**src/rtl/mac_accumulate_module_16bit_pkg.sv**
```systemverilog
// rtl/mac_accumulate_module_16bit_pkg.sv - shared types and widths for the MAC accumulator
package mac_accumulate_module_16bit_pkg;

   typedef enum logic [1:0] {
      IDLE  = 2'd0,
      ACCUM = 2'd1,
      DONE  = 2'd2
   } state_t;

   localparam int DEF_PROD_W = 16;
   localparam int DEF_ACC_W  = 24;

   localparam logic signed [DEF_ACC_W-1:0] ACC_MAX = {1'b0, {(DEF_ACC_W-1){1'b1}}};
   localparam logic signed [DEF_ACC_W-1:0] ACC_MIN = {1'b1, {(DEF_ACC_W-1){1'b0}}};

endpackage

```
**src/rtl/mac_accumulate_module_16bit_sat_add.sv**
```systemverilog
// rtl/mac_accumulate_module_16bit_sat_add.sv - saturating signed add of one product into the accumulator
module sat_add_module
   import mac_accumulate_module_16bit_pkg::*;
#(
   parameter int PROD_W = DEF_PROD_W,
   parameter int ACC_W  = DEF_ACC_W
) (
   input  logic signed [ACC_W-1:0]  acc,
   input  logic signed [PROD_W-1:0] prod,
   output logic signed [ACC_W-1:0]  sum,
   output logic                     sat
);

   localparam logic signed [ACC_W-1:0] MAX_V = {1'b0, {(ACC_W-1){1'b1}}};
   localparam logic signed [ACC_W-1:0] MIN_V = {1'b1, {(ACC_W-1){1'b0}}};

   logic [ACC_W:0] wide;

   // One guard bit: the true sum fits in ACC_W+1, so a disagreement between
   // the top two bits means the ACC_W-bit result is out of range.
   always_comb begin
      wide = {acc[ACC_W-1], acc} + {{(ACC_W+1-PROD_W){prod[PROD_W-1]}}, prod};
      sat  = wide[ACC_W] ^ wide[ACC_W-1];
      if (sat) begin
         sum = wide[ACC_W] ? MIN_V : MAX_V;
      end else begin
         sum = wide[ACC_W-1:0];
      end
   end

endmodule

```
**src/rtl/mac_accumulate_module_16bit.sv**
```systemverilog
// rtl/mac_accumulate_module_16bit.sv - sums N_TERMS signed products with saturation, valid/ready result
module mac_accumulate_module_16bit
   import mac_accumulate_module_16bit_pkg::*;
#(
   parameter int PROD_W  = DEF_PROD_W,
   parameter int ACC_W   = DEF_ACC_W,
   parameter int N_TERMS = 8
) (
   input  logic                     clk,
   input  logic                     reset,
   input  logic                     start,
   input  logic                     prod_valid,
   input  logic signed [PROD_W-1:0] prod,
   output logic                     prod_ready,
   output logic                     acc_valid,
   input  logic                     acc_ready,
   output logic signed [ACC_W-1:0]  acc_out,
   output logic                     overflow,
   output logic                     busy,
   output logic [7:0]               term_count
);

   localparam logic [7:0] N_LAST = 8'(N_TERMS);

   state_t                  state;
   logic signed [ACC_W-1:0] sum;
   logic                    sat;
   logic [7:0]              next_count;

   assign next_count = term_count + 8'd1;

   sat_add_module #(
      .PROD_W(PROD_W),
      .ACC_W (ACC_W)
   ) u_sat_add (
      .acc (acc_out),
      .prod(prod),
      .sum (sum),
      .sat (sat)
   );

   always_ff @(posedge clk) begin
      if (reset) begin
         state      <= IDLE;
         prod_ready <= 1'b0;
         acc_valid  <= 1'b0;
         acc_out    <= '0;
         overflow   <= 1'b0;
         busy       <= 1'b0;
         term_count <= 8'd0;
      end else begin
         case (state)
            IDLE: begin
               if (start) begin
                  state      <= ACCUM;
                  prod_ready <= 1'b1;
                  busy       <= 1'b1;
                  acc_out    <= '0;
                  overflow   <= 1'b0;
                  term_count <= 8'd0;
               end
            end
            ACCUM: begin
               // A restart wins over a product offered in the same cycle.
               if (start) begin
                  acc_out    <= '0;
                  overflow   <= 1'b0;
                  term_count <= 8'd0;
               end else if (prod_valid && prod_ready) begin
                  acc_out    <= sum;
                  overflow   <= overflow | sat;
                  term_count <= next_count;
                  if (next_count == N_LAST) begin
                     state      <= DONE;
                     prod_ready <= 1'b0;
                     acc_valid  <= 1'b1;
                  end
               end
            end
            DONE: begin
               if (acc_ready) begin
                  state     <= IDLE;
                  acc_valid <= 1'b0;
                  busy      <= 1'b0;
               end
            end
            default: begin
               state      <= IDLE;
               prod_ready <= 1'b0;
               acc_valid  <= 1'b0;
               busy       <= 1'b0;
            end
         endcase
      end
   end

endmodule

```
**config.mk**
```make
export PLATFORM = sky130hd
export DESIGN_NAME = mac_accumulate_module_16bit
export DESIGN_NICKNAME = d
export VERILOG_FILES = /design/src/rtl/mac_accumulate_module_16bit_pkg.sv /design/src/rtl/mac_accumulate_module_16bit_sat_add.sv /design/src/rtl/mac_accumulate_module_16bit.sv
export SDC_FILE = /design/constraint.sdc
export NUM_CORES = 1
export LEC_CHECK = 0
export CORE_UTILIZATION = 52
export DETAILED_ROUTE_END_ITERATION = 6
export GPL_TIMING_DRIVEN = 1
export PLACE_DENSITY = 0.88
export SLEW_MARGIN = 20
export SYNTH_ARGS = -nofsm -noshare
export SYNTH_HDL_FRONTEND = slang
export SYNTH_SLANG_ARGS = --single-unit
```
**constraint.sdc**
```tcl
create_clock -name clk -period 3.6 [get_ports clk]
set_input_delay 0.54 -clock clk [delete_from_list [all_inputs] [get_ports clk]]
set_output_delay 0.54 -clock clk [all_outputs]
set_load 0.01 [all_outputs]
```
Word-level counts from Yosys, hierarchy flattened
Cells that the tools add are included.

Word-level logic and storage cells: 62. Output and inout port bits: 36. Input bits: 21. Register bits after elaboration: 38.

Add/sub/neg operators: 2. Mux-type cells: 31. Bitwise operators: 5. Reduce and logical (&&, ||, !) cells: 8. Eq/ne operators: 9.

Operator list (count): $mux 24 (5); $pmux 24 s2 (1); $add 24x16->25 (1); $mux 8 (3); $pmux 8 s2 (1); $reduce_and 5->1 (3); $mux 1 (11); $mux 2 (5); $ne 2x2->1 const B (5); $pmux 1 s3 (3); $add 8x1->8 const B (1); $eq 8x4->1 const B (1); $pmux 2 s3 (1); $reduce_and 3->1 (2); $ne 3x3->1 const B (1); $not 1->1 (3); $eq 2x1->1 const B (1); $eq 2x2->1 const B (1); $logic_not 2->1 (1); $pmux 1 s2 (1); $reduce_bool 2->1 (1); $logic_and 1x1->1 (1); $or 1x1->1 (1); $xor 1x1->1 (1).

Longest topological paths before layout
Gate-level depths: netlist of run 1.

Word-level depth: 6. Mapped depth: 11. Mapped depth without buffers: 10.

Cells and area by module
From an unflattened synthesis of run 1, not the netlist that was laid out.

Cells, all modules: 471. Area total of the unflattened synthesis: 3518.4 um^2.

By module, submodules not included: sat_add_module (times used 1, cells an instance 282, area each 1911.8 um^2, seq. area each 0.0 um^2); mac_accumulate_module_16bit (times used 1, cells an instance 189, area each 1606.5 um^2, seq. area each 760.7 um^2).

Least setup slack after synthesis of run 1
No wires, ideal clock.

Path kind: input -> register. Start: in prod[0]. End: reg overflow. Data required time: 3.475 ns. Arrival time: 2.620 ns. Path slack: 0.855 ns. Path buffers: 1. Cell stages on the path: 11. Setup time: 0.125 ns. Cell sequence: ha_1 fa_1 a211oi_2 o21ai_2 o2111a_2 a21o_1 o22ai_2 xnor2_2 buf_6 a22oi_4 nor2_2.

Cells in the longest elaborated chain, start to end: 6.

Ends and longest elaborated chain: from (decl) (RTL line mac_accumulate_module_16bit.sv:13) `input logic signed [PROD_W-1:0] prod,`; $add 24x16->25 (RTL line mac_accumulate_module_16bit_sat_add.sv:22) `wide = {acc[ACC_W-1], acc} + {{(ACC_W+1-PROD_W){prod[PROD_W-1]}}, prod};`; $xor 1x1->1 (RTL line mac_accumulate_module_16bit_sat_add.sv:23) `sat = wide[ACC_W] ^ wide[ACC_W-1];`; $or 1x1->1 (RTL line mac_accumulate_module_16bit.sv:71) `overflow <= overflow | sat;`; $mux 1 (RTL line mac_accumulate_module_16bit.sv:69) `end else if (prod_valid && prod_ready) begin`; $mux 1 (RTL line mac_accumulate_module_16bit.sv:65) `if (start) begin`; $pmux 1 s2 (RTL line mac_accumulate_module_16bit.sv:52) `case (state)`; to (signal assigned) (RTL line mac_accumulate_module_16bit.sv:71); to (decl) (RTL line mac_accumulate_module_16bit.sv:18) `output logic overflow,`.

Every way passes these cells. The select of a mux whose other input is x is not followed. A chain may end at the register's enable or synchronous reset.

Worst setup path in the final report of run 1
Start: in prod[15]. End: reg acc_out[20].

Cells in the longest elaborated chain, start to end: 6. Elaborated cells on any way between the ends: 7. Classes of those cells: add/sub: 1; mux: 5; bitwise: 1.

Ends and longest elaborated chain: $add 24x16->25 * (RTL line mac_accumulate_module_16bit_sat_add.sv:22); $mux 24 or $xor 1x1->1 (tied branches) (RTL line mac_accumulate_module_16bit_sat_add.sv:25, mac_accumulate_module_16bit_sat_add.sv:23); $mux 24 * (RTL line mac_accumulate_module_16bit_sat_add.sv:24) `if (sat) begin`; $mux 24 * (RTL line mac_accumulate_module_16bit.sv:69); $mux 24 * (RTL line mac_accumulate_module_16bit.sv:65); $pmux 24 s2 * (RTL line mac_accumulate_module_16bit.sv:52); to (signal assigned) (RTL line mac_accumulate_module_16bit.sv:70) `acc_out <= sum;`; to (decl) (RTL line mac_accumulate_module_16bit.sv:17) `output logic signed [ACC_W-1:0] acc_out,`.

Mark *: on every way between the ends. The rest lies on a longest branch, timed or not. The select of a mux whose other input is x is not followed.

==> results.md, run 1 <==
* Startpoint class of the critical path: input pin
* Row count at 26
* Avg Synthesized Cell Area at 7.644 sq um
* Syn-to-layout area delta at 25.62%
* Count leader, synth: nor2_1
* Final Net Count at 478
* Top cells by area, synth: dfxtp_1 27%, ha_1 11%, nor2_1 7.2%, a21oi_1 6.8%, nand2_1 6.2%
* CTS buffer count at 5
* Prevailing post-synth register cell: dfxtp_1
* Final period util at 92.80%
* Critical Path RT at 3.78 ns
* Mapped Area at 2866 sq um
* CP Cell Sequence: clkdlybuf4s50_1 > ha_1 > a21oi_4 > o21ai_2 > a41o_1 > nor4b_1 > a21oi_1 > mux2i_1 > or2_1 > buf_12 > o21ai_0
* Worst setup EP type: flop
* Final min period at 3.341 ns
* Root Driver: clkbuf_8
* Starting DRT DRC Count at 118
* Cell taking the most area after synthesis: dfxtp_1
* Synth top area share at 26.54%
* Vias in the first global route at 2697
* R2R Setup Slk at 0.73 ns
* CTS-repair resized insts at 0
* Clk sinks at 38
* Peak supply drop at 0.0002161 V
* CTS tree: yes
* Fraction of layout cells with a size suffix above 1 at 7.407%
* Hold Vio Cnt, Final at 0
* Most frequent cells after synthesis: 55 x nor2_1, 47 x nand2_1, 39 x a21oi_1
* Postcts setup bufs at 0
* Critical setup path kind: in2reg
* Slew Limit Fails at 0
* Post-synthesis cell count at 375
* Area after DPL at 3495 sq um
* Setup TNS at 0 ns
* Worst R2R Start: acc_out[0]
* DR vias at 2933
* Worst Hold Class: reg2reg
* Pre-CTS WS at 0.02338 ns
* Antenna diodes at 0
* Clock Latency Late Sink at 0.30 ns
* Post-synth EDFFs at 0
* Buf+Inv Stages, Crit Path at 2
* DRC at 0
* DIE AREA at 5813 sq um
* Reg2reg end: acc_out[20]
* Fmax at 0.2993 GHz
* Pre-antenna DRT Iters at 5
* Unique masters post-synth at 60
* # IOs at 57
* Pwr/cell area at 267.2 nW/um^2
* Delay-heaviest family, CP: buffers and inverters
* RD Place Congestion at 0.9224
* Worst hold path stage count at 2
* Drt total wl at 7048 microns
* Worst slew margin at 54.00%
* Clock-pin slew on the worst setup and hold paths at 0.07 ns
* Synth Warn # at 0
* Hold_sp: acc_out[18]
* Antenna violations before repair at 0
* Yosys reg bits at 38
* Outcome: finished, final reports clean
* Slowest stage cell, crit path: clkdlybuf4s50_1
* MaxCap Viol Count at 0
* Final ANT Viol Nets at 0
* Cells on worst reg2reg path at 11
* Port-buffer cells at 56
* Wire length of the first global-routing pass at 12010 microns
* Layout fillers at 434
* Vias per inst at 5.843
* Final Setup Violations at 0
* Initial Util at 55.07%
* Endpoint, Worst Hold: acc_out[18]
* Register Area at 760.7 sq um
* Tot GR Track Use at 24.97%
* Finished Cell Area at 3601 sq um
* Cts-stage hold buffer count at 0
* Critical path depth at 11
* Die W at 76.25 microns
* Power Total at 962.2 uW
* Clock Skew at 0.005840 ns
* WP data arrival at 3.52 ns
* Asr flop ratio synth at 0%
* WL per Instance at 14.04 microns
* Worst Tran Pin Value at 0.6879 ns
* HPWL Detailed at 5312 microns
* CP peak stage delay at 0.65 ns
* Core area at 5205 sq um
* RSZ-0062 raised after global routing: no
* Post-synthesis sequential area ratio at 26.54%
* CTS Buffer Depth at 2
* Multi-input logic area at 2006 sq um
* H-Tree Depth at 2
* Overflow after GRT at 0
* Largest net degree at the start of global routing at 23
* Post-Syn Nets at 422
* Die height at 76.25 microns
* P_leak at 1.480 nW
* CP max FO at 20
* Setup ws final at 0.2591 ns
## report_power, final
part	internal [mW]	leakage [nW]	switching [mW]	total [mW]
registers	0.429	0.307	0.00972	0.439
logic	0.0771	1.12	0.0907	0.168
clock network	0.207	0.0524	0.149	0.356
total	0.713	1.48	0.249	0.962
## final cells by class
| cell class | count | area share [%] |
|---|---|---|
| multi-input combinational | 319 | 55.70 |
| sequential | 38 | 21.13 |
| timing repair buffer | 63 | 17.37 |
| tap | 70 | 2.432 |
| clock buffer | 7 | 2.120 |
| clock inverter | 1 | 0.8339 |
| inverter | 4 | 0.4170 |
## metal layers
layer  track usage (%)  vias up  part of all wire, %
met2             42.70       95                   47
met1             31.80     1358                   46
met5                 0        -                    0
met4             7.500        0                  1.2
li1                  -     1472                    -
met3             4.551        8                  6.0
## cell families (layout without fill, tap and decap cells)
group	Yosys count	count (layout)	share of synthesized area, %
fa+ha+maj	26	26	11.61
simple gates	152	152	24.53
flops	38	38	26.54
buf+inv	18	75	3.492
mux	1	1	0.3492
compound gates	120	120	27.11
xor+xnor	20	20	6.373
## placed cells by master (no fill, tap or decap), types with 5 or more instances in the layout
cell type         n
o21ai_0          17
nor2b_1           5
xor2_1            7
a21oi_1          39
nor4_1            5
clkbuf_8          5
o21ai_1          21
buf_4             6
dfxtp_1          38
a21o_1            5
clkdlybuf4s50_1  56
nor2_1           55
ha_1             25
nor3_1            6
xnor2_1          12
nand2_1          47
nand3_1          10
## how the worst max path moves through the flow
stage,start,to
3_5_place_dp,prod[15],acc_out[20]
5_1_grt,prod[15],acc_out[1]
3_3_place_gp,prod[15],acc_out[20]
2_1_floorplan,prod[0],overflow
6_report,prod[15],acc_out[20]
4_1_cts,prod[15],acc_out[20]
## stage by stage
step	cells	hold slack, ns	util, %
final	502	0.4689	69.18
after global routing	502	0.4923	69.18
after CTS	502	0.4762	69.18
after detailed placement	494	0.4639	67.14
after global placement	494	0.4582	67.14
after floorplan	375	0.4862	-
## state kept, by name (all words and copies together), names as in the netlist
signal / flops
overflow: 1
term_count: 8
state: 2
acc_out: 24
acc_valid: 1
busy: 1
prod_ready: 1
## tightest hold or removal path, cell delays in order, from the launching register on
cell and delay (ns):
dfxtp_1 0.33, nand2_1 0.05, o21ai_1 0.05
(Power assumes the default switching activity.)
==> inputs of run 2 (changes only) <==
--- a/config.mk
+++ b/config.mk
@@ -6,6 +6,7 @@
 export NUM_CORES = 1
 export LEC_CHECK = 0
 export CORE_UTILIZATION = 52
+export CTS_CLUSTER_SIZE = 25
 export DETAILED_ROUTE_END_ITERATION = 6
 export GPL_TIMING_DRIVEN = 1
 export PLACE_DENSITY = 0.88
==> results of run 2 <==
The final DEF is identical to that of run 1; final timing and power are the same.
==> inputs of run 3 (changes only) <==
--- a/config.mk
+++ b/config.mk
@@ -5,6 +5,8 @@
 export SDC_FILE = /design/constraint.sdc
 export NUM_CORES = 1
 export LEC_CHECK = 0
+export ABC_CLOCK_PERIOD_IN_PS = 3600
+export CORE_MARGIN = 2
 export CORE_UTILIZATION = 52
 export CTS_CLUSTER_SIZE = 25
 export DETAILED_ROUTE_END_ITERATION = 6
==> run 3 against run 2 <==
Effect of this change:
- global-route usage down 1.2 points
- maximum frequency up 4.2%
- count of clock-buffer cells in the layout down 1
- non-clock buffer count stayed put
- clock power up 6.7%
- hold slack got worse by 0.0014 ns
- worst setup slack better by 0.13 ns
- via count shrank 0.17%
- design area grew 0.24%
- sequential share of layout area down 0.051 points
- register-to-register slack better by 0.08 ns
- largest cell class unchanged
==> results.md, run 3 (synthesized netlist as in run 1, its figures left out) <==
* HPWL Detailed at 5264 microns (-0.91%)
* DIE AREA at 6122 sq um (+5.3%)
* Fin util at 66.78% (-2.4 points)
* Clock Latency Late Sink at 0.29 ns (about the same)
* Commonest non-fill, non-tap cell in the layout: clkdlybuf4s50_1
* Syn-to-layout area delta at 25.93%
* WP data arrival at 3.39 ns (-0.13 ns)
* CP peak stage delay at 0.59 ns (-0.06 ns)
* Biggest regs: acc_out (24), term_count (8), state (2)
* H-Tree Depth at 2 (unchanged)
* Met3 GRT Util at 3.793% (-0.76 points)
* Slowest stage cell, crit path: clkdlybuf4s50_1
* Most flops, register: acc_out
* Worst setup EP type: flop
* Die W at 78.25 microns (+2.6%)
* Comb power frac at 16.9% (-0.5 points)
* Final period util at 89.05% (-3.7 points)
* RSZ-0062 raised after global routing: no
* Largest register FFs at 24 (unchanged)
* WL per Instance at 14.26 microns (+1.6%)
* Drt total wl at 7174 microns (+1.8%)
* GR peak layer: met2
* Initial Util at 53.03% (-2.0 points)
* DRC at 0 (unchanged)
* CP Cell Sequence: clkdlybuf4s50_1 > ha_1 > a21oi_4 > o21ai_2 > a41o_1 > nor4b_1 > a21oi_1 > mux2i_1 > or2_1 > buf_12 > o21ai_1
* Antenna diodes at 0 (unchanged)
* CP max FO at 16 (-20%)
* Commonest cells after routing, fill and taps aside: 56 x clkdlybuf4s50_1, 55 x nor2_1, 47 x nand2_1, 39 x a21oi_1, 38 x dfxtp_1
* Slew Limit Fails at 0 (unchanged)
* Pre-antenna DRT Iters at 4 (-1)
* Critical Path RT at 3.78 ns (about the same)
* Final min period at 3.206 ns (-0.1349 ns)
* GR Util met1 at 31.12% (-0.69 points)
* Core area at 5405 sq um (+3.8%)
* Tot GR Track Use at 23.81% (-1.2 points)
* # IOs at 57 (unchanged)
* Worst Hold Class: reg2reg
* Outcome: finished, final reports clean
* Cts-stage hold buffer count at 0 (unchanged)
* MaxCap Viol Count at 0 (unchanged)
* RD Place Congestion at 0.9379 (+1.7%)
* Final Setup Violations at 0 (unchanged)
* Vias per inst at 5.821 (-0.37%)
* CTS buffer count at 5 (unchanged)
* Setup TNS at 0 ns (unchanged)
* Psw at 257.3 uW (+3.4%)
* Vias in the first global route at 2707 (+0.37%)
* Clock-pin slew on the worst setup and hold paths at 0.07 ns (about the same)
* Worst slew margin at 54.70% (+0.71 points)
* Hold Vio Cnt, Final at 0 (unchanged)
* Largest net degree at the start of global routing at 23 (unchanged)
* Hold slack at 0.4675 ns (-0.001360 ns)
* Critical setup path kind: in2reg
* Postcts setup bufs at 0 (unchanged)
* Startpoint class of the critical path: input pin
* Sequential share of power at 44.6% (-1.0 points)
* CTS-repair resized insts at 0 (unchanged)
* Pwr/cell area at 272.7 nW/um^2 (+2.1%)
* Antenna violations before repair at 0 (unchanged)
* Row count at 27 (+3.8%)
* Die height at 78.25 microns (+2.6%)
* Clock share of power at 38.6% (+1.6 points)
* Final Net Count at 478 (unchanged)
* Root Driver: clkbuf_8
* Sw Ratio at 26.14% (+0.27 points)
* P_leak at 1.485 nW (+0.28%)
* Worst Tran Pin Value at 0.6773 ns (-0.01055 ns)
* Met2 usage at 39.14% (-3.6 points)
* Peak supply drop at 0.0002071 V (-4.2%)
* Final ANT Viol Nets at 0 (unchanged)
* Port-buffer cells at 56 (unchanged)
* Starting DRT DRC Count at 127 (+7.6%)
* Fraction of layout cells with a size suffix above 1 at 7.657% (+0.25 points)
* Wire length of the first global-routing pass at 12000 microns (-0.11%)
* CTS Buffer Depth at 2 (unchanged)
* Overflow after GRT at 0 (unchanged)
* Pint at 727.1 uW (+1.9%)
* Clk sinks at 38 (unchanged)
* Clock Skew at 0.004640 ns (-0.001200 ns)
* Fmax at 0.3119 GHz (+4.2%)
* DR vias at 2928 (-0.17%)
* CTS tree: yes
run 3: cell type report:
class | instances | area, sq um
inverter | 4 | 15.01
sequential | 38 | 760.7
clock buffer | 6 | 82.58
tap | 72 | 90.09
fill | 449 | 1795
clock inverter | 1 | 30.03
timing repair buffer | 63 | 625.6
multi-input combinational | 319 | 2006
run 3: worst paths after layout:
path	startpoint	end	slack (ns)	depth (start not counted)
worst max register to register	acc_out[0]	acc_out[1]	0.81	11
worst min register to register	acc_out[15]	acc_out[15]	0.47	2
worst min-delay path	acc_out[15]	acc_out[15]	0.47	2
worst max-delay path	prod[15]	acc_out[22]	0.39	11
run 3: per-layer routing:
metal,wire length [microns],vias to the layer above
li1,-,1467
met1,3369,1338
met2,3265,103
met3,381,20
met4,158,0
met5,0,-
run 3: through the flow:
step / setup slack, ns / total power [mW] / area, sq um / std cells
after floorplan: 0.8549 / 0.5517 / 2867 / 375
after detailed placement: 0.1742 / 0.6121 / 3497 / 496
after global placement: 0.2644 / 0.6092 / 3497 / 496
after global routing: 0.1899 / 1.027 / 3610 / 503
after CTS: 0.4337 / 0.9894 / 3610 / 503
final: 0.3941 / 0.9845 / 3610 / 503
run 3: power by group through the flow:
stage               clock network (mW)  logic [mW]  registers, mW
finish                           0.380       0.166          0.439
global route                     0.401       0.186          0.440
CTS                              0.385       0.166          0.439
detailed placement                   0       0.164          0.448
global placement                     0       0.161          0.448
floorplan                            0       0.102          0.449
run 3: critical path: cells and delay by family:
family	cells	cell delay, ns
mux	1	0.22
compound gates	5	0.77
simple gates	2	0.61
fa+ha+maj	1	0.50
buf+inv	2	0.75
